[config.mk]
export PLATFORM = sky130hd
export DESIGN_NAME = riscv_multicycle_ctrl_flat
export DESIGN_NICKNAME = d
export VERILOG_FILES = /design/src/rtl/riscv_multicycle_ctrl_if.sv /design/src/rtl/riscv_multicycle_ctrl.sv /design/src/flat_wrapper.sv
export SDC_FILE = /design/constraint.sdc
export NUM_CORES = 1
export LEC_CHECK = 0
export CAP_MARGIN = 20
export CORE_MARGIN = 1.5
export CORE_UTILIZATION = 30
export CTS_BUF_LIST = sky130_fd_sc_hd__clkbuf_16
export CTS_CLUSTER_SIZE = 24
export DETAILED_ROUTE_END_ITERATION = 16
export PLACE_DENSITY = 0.65
export SLEW_MARGIN = 20
export SYNTH_ARGS = -nofsm -noshare
export SYNTH_HDL_FRONTEND = slang
export SYNTH_SLANG_ARGS = --single-unit
[constraint.sdc]
create_clock -name clk -period 3.6 [get_ports clk]
set_clock_uncertainty 0.15 [all_clocks]
set_input_delay 0.72 -clock clk [delete_from_list [all_inputs] [get_ports clk]]
set_output_delay 0.72 -clock clk [all_outputs]
set_load 0.05 [all_outputs]
[src/rtl/riscv_multicycle_ctrl_if.sv]
// Memory handshake: the controller raises mem_req (and mem_write for stores) and holds them
// steady; the access completes on the first rising edge where mem_req and mem_ready are both high.
interface riscv_multicycle_ctrl_if;
  logic mem_req;
  logic mem_write;
  logic mem_ready;

  modport master (output mem_req, output mem_write, input mem_ready);
  modport slave  (input mem_req, input mem_write, output mem_ready);
endinterface

[src/rtl/riscv_multicycle_ctrl.sv]
// Multicycle RV32I control FSM: sequences fetch/decode/execute over a shared ALU and a unified
// memory port, raising illegal-instruction and bus-timeout traps and counting retired instructions.
module riscv_multicycle_ctrl #(
  parameter bit MEM_WAIT    = 1'b1,
  parameter int MEM_TIMEOUT = 16,
  parameter int CNT_W       = 32
) (
  input  logic                    clk,
  input  logic                    reset,
  riscv_multicycle_ctrl_if.master bus,
  input  logic [6:0]              opcode,
  input  logic [2:0]              funct3,
  input  logic [6:0]              funct7,
  input  logic                    zero,
  output logic                    adr_src,
  output logic                    ir_write,
  output logic                    pc_write,
  output logic                    pc_src,
  output logic                    reg_write,
  output logic [1:0]              result_src,
  output logic [1:0]              alu_src_a,
  output logic [1:0]              alu_src_b,
  output logic [2:0]              imm_src,
  output logic [4:0]              alu_control,
  output logic                    trap,
  output logic [1:0]              trap_cause,
  output logic [CNT_W-1:0]        instret,
  output logic [3:0]              state_dbg
);
  typedef enum logic [3:0] {
    S_FETCH    = 4'd0,
    S_DECODE   = 4'd1,
    S_MEMADR   = 4'd2,
    S_MEMREAD  = 4'd3,
    S_MEMWB    = 4'd4,
    S_MEMWRITE = 4'd5,
    S_EXECR    = 4'd6,
    S_EXECI    = 4'd7,
    S_ALUWB    = 4'd8,
    S_BRANCH   = 4'd9,
    S_JAL      = 4'd10,
    S_JALR     = 4'd11,
    S_LUI      = 4'd12,
    S_AUIPC    = 4'd13,
    S_TRAP     = 4'd14
  } state_t;

  localparam logic [6:0] OP_LOAD   = 7'b0000011;
  localparam logic [6:0] OP_STORE  = 7'b0100011;
  localparam logic [6:0] OP_R      = 7'b0110011;
  localparam logic [6:0] OP_I      = 7'b0010011;
  localparam logic [6:0] OP_BRANCH = 7'b1100011;
  localparam logic [6:0] OP_JAL    = 7'b1101111;
  localparam logic [6:0] OP_JALR   = 7'b1100111;
  localparam logic [6:0] OP_LUI    = 7'b0110111;
  localparam logic [6:0] OP_AUIPC  = 7'b0010111;

  localparam logic [6:0] F7_BASE = 7'b0000000;
  localparam logic [6:0] F7_ALT  = 7'b0100000;

  localparam logic [4:0] ALU_ADD  = 5'b00000;
  localparam logic [4:0] ALU_SUB  = 5'b00001;
  localparam logic [4:0] ALU_AND  = 5'b00010;
  localparam logic [4:0] ALU_OR   = 5'b00011;
  localparam logic [4:0] ALU_XOR  = 5'b00100;
  localparam logic [4:0] ALU_SLL  = 5'b00101;
  localparam logic [4:0] ALU_SRL  = 5'b00110;
  localparam logic [4:0] ALU_SRA  = 5'b00111;
  localparam logic [4:0] ALU_SLTU = 5'b01000;
  localparam logic [4:0] ALU_SLT  = 5'b01001;
  localparam logic [4:0] ALU_SLLI = 5'b01010;
  localparam logic [4:0] ALU_SRLI = 5'b01011;
  localparam logic [4:0] ALU_SRAI = 5'b01100;
  localparam logic [4:0] ALU_BNE  = 5'b01101;
  localparam logic [4:0] ALU_BLT  = 5'b01110;
  localparam logic [4:0] ALU_BGE  = 5'b01111;
  localparam logic [4:0] ALU_LUI  = 5'b10000;

  localparam logic [2:0] IMM_I = 3'b000;
  localparam logic [2:0] IMM_S = 3'b001;
  localparam logic [2:0] IMM_B = 3'b010;
  localparam logic [2:0] IMM_J = 3'b011;
  localparam logic [2:0] IMM_U = 3'b100;

  localparam logic [1:0] CAUSE_ILLEGAL = 2'b01;
  localparam logic [1:0] CAUSE_TIMEOUT = 2'b10;

  localparam int WAIT_W = (MEM_TIMEOUT > 0) ? $clog2(MEM_TIMEOUT + 1) : 1;
  localparam logic [WAIT_W-1:0] WAIT_LAST = (MEM_TIMEOUT > 0) ? WAIT_W'(MEM_TIMEOUT - 1) : '0;

  state_t            state, state_next;
  logic [WAIT_W-1:0] wait_cnt;
  logic [1:0]        cause_q;
  logic [CNT_W-1:0]  instret_q;
  logic              legal, mem_done, mem_state, timeout_hit;
  logic              trap_set;
  logic [1:0]        trap_code;
  logic              mem_req, mem_write;

  function automatic logic [4:0] r_alu(input logic [2:0] f3, input logic alt);
    case (f3)
      3'b000:  return alt ? ALU_SUB : ALU_ADD;
      3'b001:  return ALU_SLL;
      3'b010:  return ALU_SLT;
      3'b011:  return ALU_SLTU;
      3'b100:  return ALU_XOR;
      3'b101:  return alt ? ALU_SRA : ALU_SRL;
      3'b110:  return ALU_OR;
      default: return ALU_AND;
    endcase
  endfunction

  function automatic logic [4:0] i_alu(input logic [2:0] f3, input logic alt);
    case (f3)
      3'b000:  return ALU_ADD;
      3'b001:  return ALU_SLLI;
      3'b010:  return ALU_SLT;
      3'b011:  return ALU_SLTU;
      3'b100:  return ALU_XOR;
      3'b101:  return alt ? ALU_SRAI : ALU_SRLI;
      3'b110:  return ALU_OR;
      default: return ALU_AND;
    endcase
  endfunction

  // The ALU turns every branch condition into "zero = 1 means taken"; beq uses plain SUB.
  function automatic logic [4:0] br_alu(input logic [2:0] f3);
    case (f3)
      3'b000:         return ALU_SUB;
      3'b001:         return ALU_BNE;
      3'b100, 3'b110: return ALU_BLT;
      default:        return ALU_BGE;
    endcase
  endfunction

  always_comb begin
    legal = 1'b0;
    case (opcode)
      OP_LOAD:   legal = (funct3 != 3'b011) && (funct3 != 3'b110) && (funct3 != 3'b111);
      OP_STORE:  legal = (funct3 == 3'b000) || (funct3 == 3'b001) || (funct3 == 3'b010);
      OP_R:      legal = (funct7 == F7_BASE) ||
                         ((funct7 == F7_ALT) && ((funct3 == 3'b000) || (funct3 == 3'b101)));
      OP_I: begin
        if (funct3 == 3'b001)      legal = (funct7 == F7_BASE);
        else if (funct3 == 3'b101) legal = (funct7 == F7_BASE) || (funct7 == F7_ALT);
        else                       legal = 1'b1;
      end
      OP_BRANCH: legal = (funct3 != 3'b010) && (funct3 != 3'b011);
      OP_JALR:   legal = (funct3 == 3'b000);
      OP_JAL, OP_LUI, OP_AUIPC: legal = 1'b1;
      default:   legal = 1'b0;
    endcase
  end

  assign mem_done    = MEM_WAIT ? bus.mem_ready : 1'b1;
  assign mem_state   = (state == S_FETCH) || (state == S_MEMREAD) || (state == S_MEMWRITE);
  // A completing access in the last allowed cycle beats the timeout.
  assign timeout_hit = (MEM_TIMEOUT != 0) && mem_state && !mem_done && (wait_cnt == WAIT_LAST);

  always_comb begin
    state_next  = state;
    mem_req     = 1'b0;
    mem_write   = 1'b0;
    adr_src     = 1'b0;
    ir_write    = 1'b0;
    pc_write    = 1'b0;
    pc_src      = 1'b0;
    reg_write   = 1'b0;
    result_src  = 2'b00;
    alu_src_a   = 2'b00;
    alu_src_b   = 2'b00;
    imm_src     = IMM_I;
    alu_control = ALU_ADD;
    trap        = 1'b0;
    trap_set    = 1'b0;
    trap_code   = 2'b00;
    if (reset) begin
      state_next = S_FETCH;
    end else begin
      case (state)
        S_FETCH: begin
          mem_req    = 1'b1;
          alu_src_b  = 2'b10;
          result_src = 2'b10;
          if (mem_done) begin
            ir_write   = 1'b1;
            pc_write   = 1'b1;
            state_next = S_DECODE;
          end
        end
        S_DECODE: begin
          alu_src_a = 2'b01;
          alu_src_b = 2'b01;
          imm_src   = (opcode == OP_JAL) ? IMM_J : IMM_B;
          if (!legal) begin
            state_next = S_TRAP;
            trap_set   = 1'b1;
            trap_code  = CAUSE_ILLEGAL;
          end else begin
            case (opcode)
              OP_LOAD, OP_STORE: state_next = S_MEMADR;
              OP_R:              state_next = S_EXECR;
              OP_I:              state_next = S_EXECI;
              OP_BRANCH:         state_next = S_BRANCH;
              OP_JAL:            state_next = S_JAL;
              OP_JALR:           state_next = S_JALR;
              OP_LUI:            state_next = S_LUI;
              default:           state_next = S_AUIPC;
            endcase
          end
        end
        S_MEMADR: begin
          alu_src_a  = 2'b10;
          alu_src_b  = 2'b01;
          imm_src    = (opcode == OP_STORE) ? IMM_S : IMM_I;
          state_next = (opcode == OP_STORE) ? S_MEMWRITE : S_MEMREAD;
        end
        S_MEMREAD: begin
          mem_req = 1'b1;
          adr_src = 1'b1;
          if (mem_done) state_next = S_MEMWB;
        end
        S_MEMWB: begin
          result_src = 2'b01;
          reg_write  = 1'b1;
          state_next = S_FETCH;
        end
        S_MEMWRITE: begin
          mem_req   = 1'b1;
          mem_write = 1'b1;
          adr_src   = 1'b1;
          if (mem_done) state_next = S_FETCH;
        end
        S_EXECR: begin
          alu_src_a   = 2'b10;
          alu_control = r_alu(funct3, funct7[5]);
          state_next  = S_ALUWB;
        end
        S_EXECI: begin
          alu_src_a   = 2'b10;
          alu_src_b   = 2'b01;
          alu_control = i_alu(funct3, funct7[5]);
          state_next  = S_ALUWB;
        end
        S_ALUWB: begin
          reg_write  = 1'b1;
          state_next = S_FETCH;
        end
        S_BRANCH: begin
          alu_src_a   = 2'b10;
          alu_control = br_alu(funct3);
          pc_write    = zero;
          state_next  = S_FETCH;
        end
        S_JALR: begin
          alu_src_a  = 2'b10;
          alu_src_b  = 2'b01;
          state_next = S_JAL;
        end
        // JAL redirects the PC and leaves OldPC+4 in ALUOut for ALUWB to write back.
        S_JAL: begin
          alu_src_a  = 2'b01;
          alu_src_b  = 2'b10;
          pc_write   = 1'b1;
          state_next = S_ALUWB;
        end
        S_LUI: begin
          alu_src_b   = 2'b01;
          imm_src     = IMM_U;
          alu_control = ALU_LUI;
          state_next  = S_ALUWB;
        end
        S_AUIPC: begin
          alu_src_a  = 2'b01;
          alu_src_b  = 2'b01;
          imm_src    = IMM_U;
          state_next = S_ALUWB;
        end
        S_TRAP: begin
          trap       = 1'b1;
          pc_src     = 1'b1;
          pc_write   = 1'b1;
          state_next = S_FETCH;
        end
        default: state_next = S_FETCH;
      endcase
      if (timeout_hit) begin
        state_next = S_TRAP;
        trap_set   = 1'b1;
        trap_code  = CAUSE_TIMEOUT;
      end
    end
  end

  always_ff @(posedge clk) begin
    if (reset) begin
      state     <= S_FETCH;
      wait_cnt  <= '0;
      cause_q   <= 2'b00;
      instret_q <= '0;
    end else begin
      state <= state_next;
      if (state_next != state)           wait_cnt <= '0;
      else if (mem_state && !mem_done)   wait_cnt <= wait_cnt + WAIT_W'(1);
      if (trap_set) cause_q <= trap_code;
      // Trap returns refetch without retiring anything.
      if ((state_next == S_FETCH) && (state != S_FETCH) && (state != S_TRAP))
        instret_q <= instret_q + CNT_W'(1);
    end
  end

  assign bus.mem_req   = mem_req;
  assign bus.mem_write = mem_write;
  assign trap_cause    = cause_q;
  assign instret       = instret_q;
  assign state_dbg     = state;
endmodule

[src/flat_wrapper.sv]
// flat-port wrapper written by rule: the top's interface ports become plain ports
module riscv_multicycle_ctrl_flat 
#(
  parameter bit MEM_WAIT    = 1'b1,
  parameter int MEM_TIMEOUT = 16,
  parameter int CNT_W       = 32
)
  (clk, reset, opcode, funct3, funct7, zero, adr_src, ir_write, pc_write, pc_src, reg_write, result_src, alu_src_a, alu_src_b, imm_src, alu_control, trap, trap_cause, instret, state_dbg, bus_mem_req, bus_mem_write, bus_mem_ready);
  riscv_multicycle_ctrl_if bus_i ();
  input  logic clk;
  input  logic reset;
  input  logic [6:0] opcode;
  input  logic [2:0] funct3;
  input  logic [6:0] funct7;
  input  logic zero;
  output logic adr_src;
  output logic ir_write;
  output logic pc_write;
  output logic pc_src;
  output logic reg_write;
  output logic [1:0] result_src;
  output logic [1:0] alu_src_a;
  output logic [1:0] alu_src_b;
  output logic [2:0] imm_src;
  output logic [4:0] alu_control;
  output logic trap;
  output logic [1:0] trap_cause;
  output logic [CNT_W-1:0] instret;
  output logic [3:0] state_dbg;
  output wire logic [$bits(bus_i.mem_req)-1:0] bus_mem_req;
  output wire logic [$bits(bus_i.mem_write)-1:0] bus_mem_write;
  input wire logic [$bits(bus_i.mem_ready)-1:0] bus_mem_ready;
  assign bus_mem_req = bus_i.mem_req;
  assign bus_mem_write = bus_i.mem_write;
  assign bus_i.mem_ready = bus_mem_ready;
  riscv_multicycle_ctrl #(.MEM_WAIT(MEM_WAIT), .MEM_TIMEOUT(MEM_TIMEOUT), .CNT_W(CNT_W)) u_core (.clk(clk), .reset(reset), .bus(bus_i), .opcode(opcode), .funct3(funct3), .funct7(funct7), .zero(zero), .adr_src(adr_src), .ir_write(ir_write), .pc_write(pc_write), .pc_src(pc_src), .reg_write(reg_write), .result_src(result_src), .alu_src_a(alu_src_a), .alu_src_b(alu_src_b), .imm_src(imm_src), .alu_control(alu_control), .trap(trap), .trap_cause(trap_cause), .instret(instret), .state_dbg(state_dbg));
endmodule
==> run summary <==
Clock Tree Root -> clkbuf_16
Achievable frequency -> 0.2932 GHz
R2r setup slk -> 0.54 ns
Sequential cell area fraction in the yosys report -> 28.23%
Worst hold slack -> 0.3224 ns
WHS Endpoint -> u_core.trap_cause[0]$_SDFFE_PP0P_
Static Leak -> 1.505 nW
Clock transition at the registers of the reported paths -> 0.06 ns
Initial core utilization -> 31.05%
Worst-Skew Late Latency -> 0.28 ns
DR WL/cell -> 14.21 um
CTS Sinks -> 43
Max clock buf depth -> 2
Leading area contributor after synthesis -> dfxtp_1
CTS Hold Buffers Added -> 0
Starting DRC count in detailed routing -> 154
Routed vias/inst -> 5.363
Synth cell count leaders -> dfxtp_1 (43), a21oi_1 (42), nor2_1 (42)
Fin worst setup slack -> 0.1895 ns
Synth unique cells -> 58
Status -> completed
Inserted Clock Buffers -> 5
Share of cells above drive strength 1 -> 15.58%
Rows -> 36
Fin. Hold Viols -> 0
Max-cap violation count -> 0
Routed vias -> 3502
Number of antenna violations at the first check in global routing -> 0
DRT antenna net count -> 0
Number of post-CTS setup repair buffers -> 0
Syn_nets -> 448
Router iterations before antenna repair -> 4
Placement Setup Slack -> -0.08504 ns
Number of synthesized flops with an enable pin -> 0
Largest fanout on the critical path -> 20
TritonCTS clock tree -> built
R2R cell count -> 8
Hold path depth -> 2
Data required, critical path -> 3.62 ns
Crit path launch type -> input pin
Routed WL -> 9276 um
Die extent in y -> 103.8 um
Layout area overhead -> 43.09%
Vias in the first global route -> 3390
Total Nets Final -> 543
Endpoint type of the worst setup path -> flop
Crit share post-route -> 94.74%
CTS resizes -> 0
Arrival @ worst endpoint -> 3.43 ns
Post-layout min period -> 3.411 ns
Avg Inst Size Synth -> 7.191 um^2
Diode count -> 0
Dpl hpwl -> 6955 um
Area post-placement -> 4222 um^2
Setup CP Type -> in2reg
RR Endpoint -> u_core.instret[9]$_SDFFE_PP0P_
Most numerous cell in the Yosys netlist -> dfxtp_1
Yosys synthesis warning count -> 0
# IOs -> 81
Die area -> 10780 um^2
Pwr per Cell Area -> 651.5 nW/um^2
Hold_sp -> u_core.trap_cause[0]$_SDFFE_PP0P_
Post-synth top flop -> dfxtp_1
Cell count after synthesis -> 424
H-tree depth -> 2
FFs w/ async S/R, synth -> 0%
Worst r2r src -> u_core.state_dbg[1]$_SDFF_PP0_
Slew HR -> 53.54%
DRC Markers -> 0
Die width -> 103.8 um
Unrepaired setup endpoints after global routing -> false
VDD IR-drop max -> 0.4660 mV
Total grt overflow -> 0
Finish-stage setup viols -> 0
GRT Util Overall -> 17.05%
Core area -> 9819 um^2
Hold/Removal Path Class -> reg2reg
Top post-synthesis cells by area -> dfxtp_1 (28%), a21oi_1 (6.9%), nor2_1 (5.2%)
Total chip power -> 2.843 mW
Max-slew violations -> 0
Mapped Area -> 3049 um^2
#FFs+latches synth -> 43
Final instance area -> 4363 um^2
Placer Congestion -> 0.8347
Synth top area share -> 28.23%
Number of I/O port buffers -> 80
Largest net degree at the start of global routing -> 35
Worst Tran Pin Value -> 0.6916 ns
Setup TNS -> 0 ns
First-pass GRT wire length -> 15670 um
layout make-up:
cell class	count	area, um^2
fill	1020	5456
multi-input combinational	330	1992
timing repair buffer	120	1131
sequential	43	860.8
tap	133	166.4
clock buffer	5	125.1
inverter	19	71.32
clock inverter	3	16.27
flip-flops by register name (all words and copies together) (netlist names):
name / cells
u_core.instret: 32
u_core.state_dbg: 4
u_core.trap_cause: 2
u_core.wait_cnt: 5
through the flow:
step / util [%] / cells
after floorplan: - / 424
after global placement: 42.99 / 645
after detailed placement: 42.99 / 645
after CTS: 44.43 / 653
after global routing: 44.43 / 653
final: 44.43 / 653
kinds of logic (layout without fill, tap and decap cells):
logic type / Yosys count / count (layout) / synth area share (%)
adder cells (fa/ha/maj): 3 / 3 / 1.231
XOR/XNOR: 8 / 8 / 2.298
buffers and inverters: 51 / 147 / 7.140
AND/OR/NAND/NOR: 196 / 196 / 34.80
AO/OA/AOI/OAI: 120 / 120 / 25.28
multiplexers: 3 / 3 / 1.026
flip-flops: 43 / 43 / 28.23
per-layer routing:
metal  vias to the layer above  GRT usage, %  share of wire (%)  wire length [um]
met4                         0         4.067                1.5               140
met2                        93         28.57                 46              4282
met1                      1622         22.35                 46              4307
li1                       1773             -                  -                 -
met3                        14         3.524                5.9               546
met5                         -             0                  0                 0
worst max path at each step:
stage	start	endpoint	slack (ns)	depth (start not counted)
finish	opcode[2]	u_core.instret[9]$_SDFFE_PP0P_	0.19	8
global route	opcode[2]	u_core.instret[9]$_SDFFE_PP0P_	0.04	8
CTS	opcode[2]	u_core.instret[9]$_SDFFE_PP0P_	0.19	8
detailed placement	opcode[2]	u_core.instret[9]$_SDFFE_PP0P_	-0.09	8
global placement	opcode[2]	u_core.instret[9]$_SDFFE_PP0P_	-0.01	8
floorplan	u_core.state_dbg[3]$_SDFF_PP0_	pc_write	0.008	5
power breakdown:
part / internal, mW / leakage [nW] / total [mW] / switching, mW
Clock: 0.253 / 0.0710 / 0.436 / 0.183
Combinational: 0.677 / 1.09 / 1.80 / 1.12
Sequential: 0.520 / 0.347 / 0.605 / 0.0845
Total: 1.45 / 1.50 / 2.84 / 1.39
worst max-delay path, cell delays in order:
cell and delay [ns]:
clkdlybuf4s50_1 0.48, or2_1 0.24, a211oi_1 0.26, o211ai_1 0.15, o32a_1 0.34, or3_4 0.51, nor4_1 0.37, mux2_1 0.35
placed cells by master (no fill, tap or decap), types with 6 or more instances in the layout:
| cell | instances |
|---|---|
| a21oi_1 | 42 |
| nor2b_1 | 8 |
| nor3_1 | 15 |
| buf_4 | 50 |
| nor2_1 | 42 |
| inv_1 | 20 |
| or3_1 | 11 |
| o21ai_0 | 23 |
| and3_1 | 7 |
| nand2_1 | 33 |
| buf_12 | 6 |
| nand4_1 | 13 |
| dfxtp_1 | 43 |
| nand3_1 | 17 |
| clkdlybuf4s50_1 | 63 |
| nor4_1 | 6 |
| o31ai_1 | 12 |
| or4_1 | 13 |
| a31o_2 | 6 |
Note: power is estimated with default switching activity, not from simulation.
